$ cat src/rtl/fifo_demux2_pkg.sv
// Shared constants and helpers for the two-way stream demultiplexer.
// Both the top level and the 2-entry output buffers import this package.
package fifo_demux2_pkg;

    localparam int DEMUX_WIDTH = 32;
    localparam int FIFO_DEPTH  = 2;

    localparam logic SEL_A = 1'b0;
    localparam logic SEL_B = 1'b1;

    typedef logic [1:0] fifo_cnt_t;

    // A buffer can take another word while it holds fewer than FIFO_DEPTH entries.
    function automatic logic fifo_has_space(input fifo_cnt_t cnt);
        return cnt < fifo_cnt_t'(FIFO_DEPTH);
    endfunction

endpackage

$ cat src/rtl/fifo_demux2_fifo2.sv
// Two-entry valid/ready buffer whose head word and valid come straight from flops.
// The caller only asserts in_valid while count is below two.
module fifo2
    import fifo_demux2_pkg::*;
#(
    parameter int WIDTH = DEMUX_WIDTH
) (
    input  logic             clk,
    input  logic             rst_n,
    input  logic [WIDTH-1:0] in_data,
    input  logic             in_valid,
    output logic [WIDTH-1:0] out_data,
    output logic             out_valid,
    input  logic             out_ready,
    output logic [1:0]       count
);

    logic [WIDTH-1:0] head_q, head_d;
    logic [WIDTH-1:0] tail_q, tail_d;
    fifo_cnt_t        cnt_q, cnt_d;
    logic             valid_q, valid_d;
    logic             push;
    logic             pop;

    assign push = in_valid;
    assign pop  = valid_q & out_ready;

    always_comb begin
        head_d = head_q;
        tail_d = tail_q;
        cnt_d  = cnt_q;
        case (cnt_q)
            2'd0: begin
                if (push) begin
                    head_d = in_data;
                    cnt_d  = 2'd1;
                end
            end
            2'd1: begin
                if (push && pop) begin
                    head_d = in_data;
                end else if (push) begin
                    tail_d = in_data;
                    cnt_d  = 2'd2;
                end else if (pop) begin
                    // An empty buffer presents zero on its data output.
                    head_d = '0;
                    cnt_d  = 2'd0;
                end
            end
            default: begin
                if (pop && push) begin
                    head_d = tail_q;
                    tail_d = in_data;
                end else if (pop) begin
                    head_d = tail_q;
                    tail_d = '0;
                    cnt_d  = 2'd1;
                end
            end
        endcase
        valid_d = (cnt_d != 2'd0);
    end

    always_ff @(posedge clk or negedge rst_n) begin
        if (!rst_n) begin
            head_q  <= '0;
            tail_q  <= '0;
            cnt_q   <= '0;
            valid_q <= 1'b0;
        end else begin
            head_q  <= head_d;
            tail_q  <= tail_d;
            cnt_q   <= cnt_d;
            valid_q <= valid_d;
        end
    end

    assign out_data  = head_q;
    assign out_valid = valid_q;
    assign count     = cnt_q;

endmodule

$ cat src/rtl/fifo_demux2.sv
// Routes each data word to output a or b according to its paired select word.
// Readies depend only on buffer occupancy and partner valid, never on a_ready/b_ready.
module fifo_demux2
    import fifo_demux2_pkg::*;
#(
    parameter int WIDTH = DEMUX_WIDTH
) (
    input  logic             clk,
    input  logic             rst_n,
    input  logic [WIDTH-1:0] data,
    input  logic             data_valid,
    output logic             data_ready,
    input  logic             select,
    input  logic             select_valid,
    output logic             select_ready,
    output logic [WIDTH-1:0] a,
    output logic             a_valid,
    input  logic             a_ready,
    output logic [WIDTH-1:0] b,
    output logic             b_valid,
    input  logic             b_ready
);

    logic [1:0] count_a;
    logic [1:0] count_b;
    logic       space_sel;
    logic       pair_ok;
    logic       accept;
    logic       push_a;
    logic       push_b;

    assign space_sel = (select == SEL_B) ? fifo_has_space(count_b) : fifo_has_space(count_a);

    // Gating with rst_n keeps both readies low while reset is held.
    assign pair_ok      = rst_n & space_sel;
    assign data_ready   = select_valid & pair_ok;
    assign select_ready = data_valid & pair_ok;

    assign accept = data_valid & select_valid & pair_ok;
    assign push_a = accept & (select == SEL_A);
    assign push_b = accept & (select == SEL_B);

    fifo2 #(.WIDTH(WIDTH)) u_fifo_a (
        .clk       (clk),
        .rst_n     (rst_n),
        .in_data   (data),
        .in_valid  (push_a),
        .out_data  (a),
        .out_valid (a_valid),
        .out_ready (a_ready),
        .count     (count_a)
    );

    fifo2 #(.WIDTH(WIDTH)) u_fifo_b (
        .clk       (clk),
        .rst_n     (rst_n),
        .in_data   (data),
        .in_valid  (push_b),
        .out_data  (b),
        .out_valid (b_valid),
        .out_ready (b_ready),
        .count     (count_b)
    );

endmodule

$ cat config.mk
export PLATFORM = sky130hd
export DESIGN_NAME = fifo_demux2
export DESIGN_NICKNAME = d
export VERILOG_FILES = /design/src/rtl/fifo_demux2_pkg.sv /design/src/rtl/fifo_demux2_fifo2.sv /design/src/rtl/fifo_demux2.sv
export SDC_FILE = /design/constraint.sdc
export NUM_CORES = 1
export LEC_CHECK = 0
export ABC_CLOCK_PERIOD_IN_PS = 4400
export BUFFER_PORTS_ARGS = -buffer_cell sky130_fd_sc_hd__buf_2
export CAP_MARGIN = 20
export CORE_ASPECT_RATIO = 1.2
export CORE_MARGIN = 4
export CORE_UTILIZATION = 44
export DETAILED_ROUTE_END_ITERATION = 12
export SETUP_SLACK_MARGIN = 0.4
export SLEW_MARGIN = 20
export SYNTH_ARGS = -nofsm -noshare
export SYNTH_HDL_FRONTEND = slang
export SYNTH_SLANG_ARGS = --single-unit
$ cat constraint.sdc
create_clock -name clk -period 4.4 [get_ports clk]
set_input_delay 1.1 -clock clk [delete_from_list [all_inputs] [get_ports clk]]
set_output_delay 1.1 -clock clk [all_outputs]
set_load 0.005 [all_outputs]
==> flow_metrics.tcl, run 1 <==
set metrics [dict create \
    postSynthAreaPerCell_um2 11.0 \
    min_to "u_fifo_a.out_data[11]" \
    critPathRequiredTime_ns 3.30 \
    power.total_mw 5.40 \
    drtIter0Drc 275 \
    min_from "u_fifo_a.out_data[11]" \
    maxCapViolCount 0 \
    mappedNetlistArea_um2 6370 \
    cts_hold_buf 0 \
    r2r_cells 4 \
    grt_start_max_net_pins 72 \
    max_freq_mhz 335 \
    fin_setup_tns_ns 0 \
    wl_per_cell_um 20.9 \
    h-tree-depth 4 \
    critical_path_class "flip-flop to primary output" \
    timing.critical_path.from "u_fifo_a.count[1]" \
    grt_pass1_wl_mm 28.5 \
    antenna_left 0 \
    gp_congestion 0.757 \
    slew_headroom_pct 36.9 \
    grt_usage_pct 22.0 \
    synth.area.top_cells "dfrtp_1, mux2i_1, o32a_1" \
    die_x_um 118 \
    period_share_pct 67.8 \
    synth_seq_cells 134 \
    die_y_um 140 \
    grt_overflow 0 \
    skew_ns 0.00688 \
    final_common_cell "dfrtp_1" \
    setup_viol 0 \
    clk_latency_ns 0.42 \
    cts_resized 0 \
    hold_path_depth 1 \
    synth_cell_types 30 \
    cts_buffer_depth 2 \
    viasPerCell 5.94 \
    area_growth_syn_to_layout_pct 19.9 \
    nets 702 \
    hold_class "flip-flop to flip-flop" \
    rows 47 \
    arrival_ns 1.89 \
    postSynthCellCount 581 \
    setup_slack_ns 1.41 \
    vias 5039 \
    seq_area_frac_synth_pct 52.7 \
    synth_top_area_cell "dfrtp_1" \
    grt_setup_unrepaired "no" \
    drive_gt1_share_pct 23.4 \
    cts_made_buffers 17 \
    clkTransAtPathRegs_ns 0.06 \
    critPathCaptureType "primary output" \
    num-fill-cells 1213 \
    place_ws_ns 1.12 \
    core_area_um2 14000 \
    die_area_um2 16500 \
    antenna_found_initial 0 \
    hold_viol 0 \
    status "complete, no violations" \
    finish.utilization_pct 54.5 \
    place.detailed.hpwl_mm 10.8 \
    holdWs_ns 0.489 \
    yosysWarningCount 0 \
    pin_count 107 \
    synth_top_area_share_pct 52.7 \
    root_buffer "clkbuf_16" \
    grt_pass1_vias 5341 \
    r2r_end "u_fifo_b.tail_q[17]" \
    crit_fanout 41 \
    p_leak_nw 3.73 \
    start_kind "flip-flop" \
    slew_violations 0 \
    multi_input_area_um2 2660 \
    cts_setup_buffers 0 \
    drc 0 \
    reg2reg_from "u_fifo_b.count[1]" \
    cts_tree "built" \
    syn_nets 620 \
    totalWireLength_mm 17.7 \
    r2r_slack_ns 1.82 \
    io_buffers 106 \
    peakVddDrop_mv 0.351 \
    first_pass_iters 4 \
    ff_latch_area_um2 3360 \
    tightest_slew_ns 0.946 \
    start_util_pct 45.5 \
    pwr_density_cell_nw_per_um2 707 \
    fin_crit_ns 2.99 \
    clock-sinks 134 \
    mostFrequentLayoutCells "dfrtp_1, buf_2, mux2i_1, nand2_1" \
]
metal layers:
| layer | vias to the layer above | routed length, µm | global-route usage, % |
|---|---|---|---|
| met5 | - | 0 | 0 |
| met4 | 0 | 398 | 9.38 |
| met3 | 31 | 929 | 5.84 |
| met2 | 154 | 9210 | 38.8 |
| met1 | 2579 | 7190 | 25.1 |
| li1 | 2275 | - | - |
worst max-delay path, cell delays in order (launching register included):
cell and delay [ns]:
dfrtp_2 0.85, nor2_1 0.14, o21ai_0 0.27, nor2_1 0.06, buf_2 0.13
through the flow:
step | cell area [µm²] | std cells
floorplan | 6370 | 581
global placement | 6960 | 814
detailed placement | 6960 | 814
CTS | 7600 | 846
global route | 7630 | 847
finish | 7630 | 848
cell families (layout without fill, tap and decap cells):
family / count (synthesis) / after routing / share of synthesized area [%]
other cells: 0 / 1 / 0
mux: 68 / 68 / 10.7
compound gates: 141 / 141 / 19.1
simple gates: 151 / 151 / 11.3
buf+inv: 87 / 182 / 6.29
flops: 134 / 134 / 52.7
cells in the mapped netlist (all sizes together):
cell type,n
clkbuf,29
mux2i,68
o21ai,3
a31oi,2
and4,1
nor2,7
nand2,66
nor3,64
o22a,2
and2,2
a21boi,2
a21oi,2
and3,2
inv,34
nor2b,1
nand4,1
nand3,3
buf,24
dfrtp,134
o32a,64
nand4b,1
or3,2
o21a,66
and4b,1
area by class of cell:
class	count	share of cell area (%)
Sequential cell	134	44.0
Multi-Input combinational cell	360	34.8
Timing Repair Buffer	116	8.28
Clock buffer	24	6.57
Tap cell	171	2.80
Clock inverter	8	1.87
Inverter	34	1.67
Antenna cell	1	0.0328
report_power, final:
group	internal, mW	leakage (nW)	switching, mW
Combinational	0.803	1.70	0.810
Clock	1.02	0.316	0.517
Sequential	1.83	1.71	0.420
flip-flops by register name (all words and copies together), names as in the netlist:
| register | flops |
|---|---|
| u_fifo_a.count | 2 |
| u_fifo_a.out_data | 32 |
| u_fifo_a.out_valid | 1 |
| u_fifo_a.tail_q | 32 |
| u_fifo_b.count | 2 |
| u_fifo_b.out_data | 32 |
| u_fifo_b.out_valid | 1 |
| u_fifo_b.tail_q | 32 |
worst max-delay path by stage:
stage / end / cells after the start / slack (ns)
finish: select_ready / 4 / 1.41
global route: data_ready / 4 / 1.31
floorplan: data_ready / 3 / 1.83
CTS: select_ready / 4 / 1.42
global placement: u_fifo_b.out_data[10] / 4 / 1.16
detailed placement: u_fifo_b.out_data[14] / 4 / 1.12
No activity file was read; power rests on OpenSTA's default activity.
==> run 2, diff against run 1 <==
ABC_CLOCK_PERIOD_IN_PS = 2830   (was 4400)
clock period = 2.83 ns   (was 4.4 ns; I/O delays follow)
==> run 2 against run 1 <==
  * Clock-buffer cell count down 2
  * Worst hold slack better by 0.0016 ns
  * Register-to-register slack worse by 0.82 ns
  * Clock skew down 0.0011 ns
  * Die area unchanged
  * Critical path type unchanged
  * Critical endpoint unchanged
  * Largest power group unchanged
==> flow_metrics.tcl, run 2 (same netlist as run 1, synthesis figures left out) <==
set metrics [dict create \
    pin_count 107 \
    start_kind "flip-flop" \
    mostFrequentLayoutCells "dfrtp_1, buf_2, mux2i_1, nand2_1" \
    wl_per_cell_um 20.8 \
    vias 5046 \
    diodes 0 \
    fin_cells 857 \
    die_area_um2 16500 \
    placedCellCount 824 \
    arrival_ns 1.58 \
    grt_overflow 0 \
    grt_pass1_wl_mm 29.1 \
    area_growth_syn_to_layout_pct 20.1 \
    antenna_found_initial 1 \
    hold_viol 0 \
    critical_path_class "flip-flop to primary output" \
    viasPerCell 5.89 \
    skew_ns 0.00583 \
    setup_viol 0 \
    maxCapViolCount 0 \
    gp_congestion 0.756 \
    antenna_left 0 \
    core_area_um2 14000 \
    grt_start_max_net_pins 73 \
    tightest_slew_ns 0.937 \
    slew_headroom_pct 37.5 \
    status "complete, no violations" \
    die_x_um 118 \
    cts_buffer_depth 2 \
    clock-sinks 134 \
    cts_tree "built" \
    critPathRequiredTime_ns 2.12 \
    fin_setup_tns_ns 0 \
    grt_pass1_vias 5419 \
    start_util_pct 45.5 \
    pwr_density_cell_nw_per_um2 1070 \
    crit_fanout 27 \
    cts_made_buffers 17 \
    die_y_um 140 \
    totalWireLength_mm 17.9 \
    cts_hold_buf 0 \
    rows 47 \
    drive_gt1_share_pct 24.6 \
    root_buffer "clkbuf_16" \
    clkTransAtPathRegs_ns 0.06 \
    clk_latency_ns 0.42 \
    critPathCaptureType "primary output" \
    drtIter0Drc 283 \
    max_freq_mhz 437 \
    grt_usage_pct 22.2 \
    final_common_cell "dfrtp_1" \
    first_pass_iters 6 \
    io_buffers 106 \
    grt_setup_unrepaired "no" \
    fin_crit_ns 2.29 \
    peakVddDrop_mv 0.466 \
    slew_violations 0 \
    p_leak_nw 3.76 \
    drc 0 \
    period_share_pct 80.9 \
    hold_class "flip-flop to flip-flop" \
    nets 712 \
    h-tree-depth 4 \
    place.detailed.hpwl_mm 11.3 \
]
[run 2: cell count changes in the layout (fill, tap and decap cells not counted), sizes merged]
| cell | previous run | this run |
|---|---|---|
| clkinv | 3 | 7 |
| bufinv | 4 | 2 |
| diode | 1 | 0 |
| buf | 116 | 126 |
| clkbuf | 24 | 22 |
[run 2: what timing repair did]
action	4_1_cts	5_1_grt
endpoints found under the setup margin	2	2
setup buffers	0	1
gates resized for setup	1	1
[run 2: per-stage QoR]
step	instance area [µm²]	hold WS, ns	util (%)	power, mW	setup slack [ns]
after floorplan	6370	0.412	-	4.99	1.04
after global placement	7040	0.476	50.3	5.91	0.517
after detailed placement	7040	0.483	50.3	6.05	0.484
after CTS	7630	0.496	54.5	8.26	0.420
after global routing	7650	0.511	54.6	8.74	0.404
final	7650	0.491	54.6	8.19	0.540
[run 2: final timing paths]
kind | from | endpoint | slack, ns | cells past startpoint
setup / recovery | u_fifo_a.count[1] | select_ready | 0.54 | 4
hold / removal | u_fifo_b.out_data[9] | u_fifo_b.out_data[9] | 0.49 | 1
setup reg to reg | u_fifo_a.count[1] | u_fifo_a.out_data[16] | 1.00 | 3
hold reg to reg | u_fifo_b.out_data[9] | u_fifo_b.out_data[9] | 0.49 | 1
max in group asynchronous | rst_n | u_fifo_b.count[1] | 1.54 | 2
min in group asynchronous | rst_n | u_fifo_a.out_valid | 0.52 | 2
[run 2: worst max-delay path, stage by stage, from the launching register on]
cell and delay (ns):
dfrtp_4 0.61, nor2_1 0.21, o21ai_0 0.14, nor2_1 0.09, buf_2 0.12
[run 2: report_power, final]
part | switching (mW) | internal, mW
Combinational | 1.30 | 1.26
Sequential | 0.607 | 2.85
Clock | 0.797 | 1.38
Total | 2.71 | 5.49
[run 2: metal layers]
layer | GRT usage, % | routed length, µm
met5 | 0 | 13
met3 | 5.11 | 869
met2 | 38.7 | 9210
met4 | 9.26 | 432
met1 | 26.3 | 7340
[run 2: layout make-up]
cell class	count	area [µm²]
Clock buffer	22	484
Fill cell	1276	6350
Sequential cell	134	3360
Clock inverter	10	103
Multi-Input combinational cell	360	2650
Timing Repair Buffer	126	703
Tap cell	171	214
Inverter	34	128
==> run 3, diff against run 2 <==
ABC_AREA = 1   (was unset)
ABC_CLOCK_PERIOD_IN_PS = 1910   (was 2830)
PLACE_DENSITY = 0.67   (was unset)
clock period = 1.91 ns   (was 2.83 ns; I/O delays follow)
==> run 3 against run 2 <==
  * The run now ends with setup timing left
  * Die area up 10%
  * Worst hold slack worse by 0.37 ns
  * Setup slack worse by 0.60 ns
  * Global-route usage increased by 9.0 points
  * Sequential power rose by 45%
  * Sequential share of layout area shrank 13 points
  * Final cell count increased by 55%
  * Critical path depth rose by 6
  * First-iteration DRC count rose to 3.7 times the previous value
  * Critical path type is now flip-flop to flip-flop
  * Largest cell class is now multi-input gates
  * Largest power group is now combinational logic
==> flow_metrics.tcl, run 3 <==
set metrics [dict create \
    die_area_um2 18200 \
    place.detailed.hpwl_mm 12.8 \
    syn_nets 982 \
    fin_crit_ns 1.97 \
    grt_pass1_vias 7794 \
    holdWs_ns 0.123 \
    p_leak_nw 5.35 \
    cts_hold_buf 0 \
    critPathCaptureType "flip-flop" \
    path_cells "buf_6 -> buf_6 -> nor2_4 -> nand4_4 -> nand2_4 -> buf_6 -> buf_6 -> buf_16 -> nor2_2 -> a21oi_2" \
    power.total_mw 15.6 \
    grt_usage_pct 31.1 \
    postSynthAreaPerCell_um2 7.50 \
    slowest_delay_ns 0.46 \
    critPathRequiredTime_ns 2.25 \
    seq_area_frac_synth_pct 47.4 \
    synth_seq_cells 134 \
    ys_top_cells_by_count "nand2_1, nor2_1, dfrtp_1" \
    ys.flop_type "dfrtp_1" \
    yosysMostFrequentCell "nand2_1" \
    max_freq_mhz 507 \
    rows 50 \
    design_area_um2 10900 \
    core_area_um2 15700 \
    clock-sinks 134 \
    mostFrequentLayoutCells "nand2_1, dfrtp_1, nor2_1" \
    cts_made_buffers 17 \
    skew_ns 0.00900 \
    slew_violations 0 \
    synth_cell_types 21 \
    setup_slack_ns -0.0619 \
    grt_overflow 0 \
    cts_tree "built" \
    num-fill-cells 1074 \
    grt_setup_unrepaired "yes" \
    drc 0 \
    final_common_cell "nand2_1" \
    drive_gt1_share_pct 39.7 \
    start_util_pct 45.1 \
    slew_headroom_pct 59.0 \
    async_reset_ff_share_pct 100 \
    hold_viol 0 \
    yosysWarningCount 0 \
    wl_per_cell_um 22.4 \
    dpl_cell_area_um2 7930 \
    grt_start_max_net_pins 106 \
    synth_top_area_share_pct 47.4 \
    area_growth_syn_to_layout_pct 54.6 \
    grt_pass1_wl_mm 42.9 \
    synth_edf_count 0 \
    h-tree-depth 4 \
    postSynthCellCount 943 \
    arrival_ns 2.31 \
    setup_viol 3 \
    first_pass_iters 6 \
    critPathMostFrequentCell "buf_6" \
    drtIter0Drc 1046 \
    crit_fanout 5 \
    io_buffers 106 \
    viasPerCell 6.00 \
    finish.utilization_pct 69.6 \
    root_buffer "clkbuf_16" \
    mappedNetlistArea_um2 7070 \
    clk_latency_ns 0.43 \
    synth.area.top_cells "dfrtp_1, nand2_1, a21oi_1" \
    tightest_slew_ns 0.615 \
    nets 1150 \
    vias 7993 \
    synth_top_area_cell "dfrtp_1" \
    hold_class "primary input to asynchronous set/reset pin" \
    antenna_left 0 \
    status "finished, violations left" \
    die_x_um 124 \
    maxCapViolCount 0 \
    die_y_um 147 \
    period_share_pct 103 \
    clkTransAtPathRegs_ns 0.06 \
    placedCellCount 1221 \
    violations "setup timing" \
    pin_count 107 \
    critical_path_class "flip-flop to flip-flop" \
    fin_cells 1332 \
    antenna_found_initial 0 \
    cts_buffer_depth 2 \
    peakVddDrop_mv 0.770 \
    start_kind "flip-flop" \
    diodes 0 \
    pwr_density_cell_nw_per_um2 1430 \
    critPathSlowestCell "dfrtp_2" \
    gp_congestion 0.780 \
    totalWireLength_mm 29.8 \
]
-- run 3: area by class of cell --
| cell class | count | area (µm²) | share of cell area (%) |
|---|---|---|---|
| flip-flops and latches | 134 | 3360 | 30.7 |
| clock buffers | 26 | 529 | 4.84 |
| inverters | 47 | 184 | 1.68 |
| multi-input cells | 694 | 4150 | 37.9 |
| clock inverters | 6 | 135 | 1.24 |
| repair buffers | 217 | 2320 | 21.2 |
| well taps | 208 | 260 | 2.38 |
-- run 3: final timing paths --
| check | start | to | slack, ns | cells past startpoint |
|---|---|---|---|---|
| worst max-delay path | u_fifo_b.count[1] | u_fifo_b.out_data[0] | -0.06 | 10 |
| worst min-delay path | rst_n | u_fifo_a.out_valid | 0.12 | 2 |
| worst max register to register | u_fifo_b.count[1] | u_fifo_b.out_data[0] | -0.06 | 10 |
| worst min register to register | u_fifo_b.tail_q[9] | u_fifo_b.tail_q[9] | 0.51 | 2 |
| max in group asynchronous | rst_n | u_fifo_b.out_data[31] | 1.28 | 2 |
| min in group clk | data[24] | u_fifo_a.tail_q[24] | 0.46 | 5 |
-- run 3: through the flow --
stage / setup WS, ns / TNS (ns)
detailed placement: 0.0368 / 0
finish: -0.0619 / -0.134
global route: -0.0768 / -0.211
global placement: 0.0916 / 0
floorplan: 0.390 / 0
CTS: 0.184 / 0
-- run 3: cell families after synthesis --
group                  count (synthesis)  synth area share, %
AOI/OAI and AO/OA                    195                 16.1
DFF                                  134                 47.4
and+or+nand+nor                      497                 29.4
buffers and inverters                117                 7.18
-- run 3: routing by layer --
layer	GRT usage (%)	part of all wire [%]	routed length, µm
met5	0	0	0
met2	49.7	48	14300
met4	18.3	7.4	2210
met1	37.6	34	10200
met3	7.97	10	3070
-- run 3: what timing repair did --
action                     4_1_cts  5_1_grt
setup buffers                   43        7
pin swaps                       29       37
setup endpoints to repair      130      138
resized for setup              186      149
gates cloned                    27        2
-- run 3: power breakdown --
| part | internal, mW | switching (mW) | total [mW] |
|---|---|---|---|
| Sequential | 4.04 | 0.951 | 5.00 |
| Combinational | 3.15 | 3.71 | 6.87 |
| Clock | 2.43 | 1.30 | 3.74 |
| Total | 9.63 | 5.97 | 15.6 |
-- run 3: critical path: cells and delay by family, from the launching register on --
kind                   cells  cell delay, ns
AND/OR/NAND/NOR            4            0.58
flip-flops                 1            0.46
AO/OA/AOI/OAI              1            0.19
buffers and inverters      5            0.65
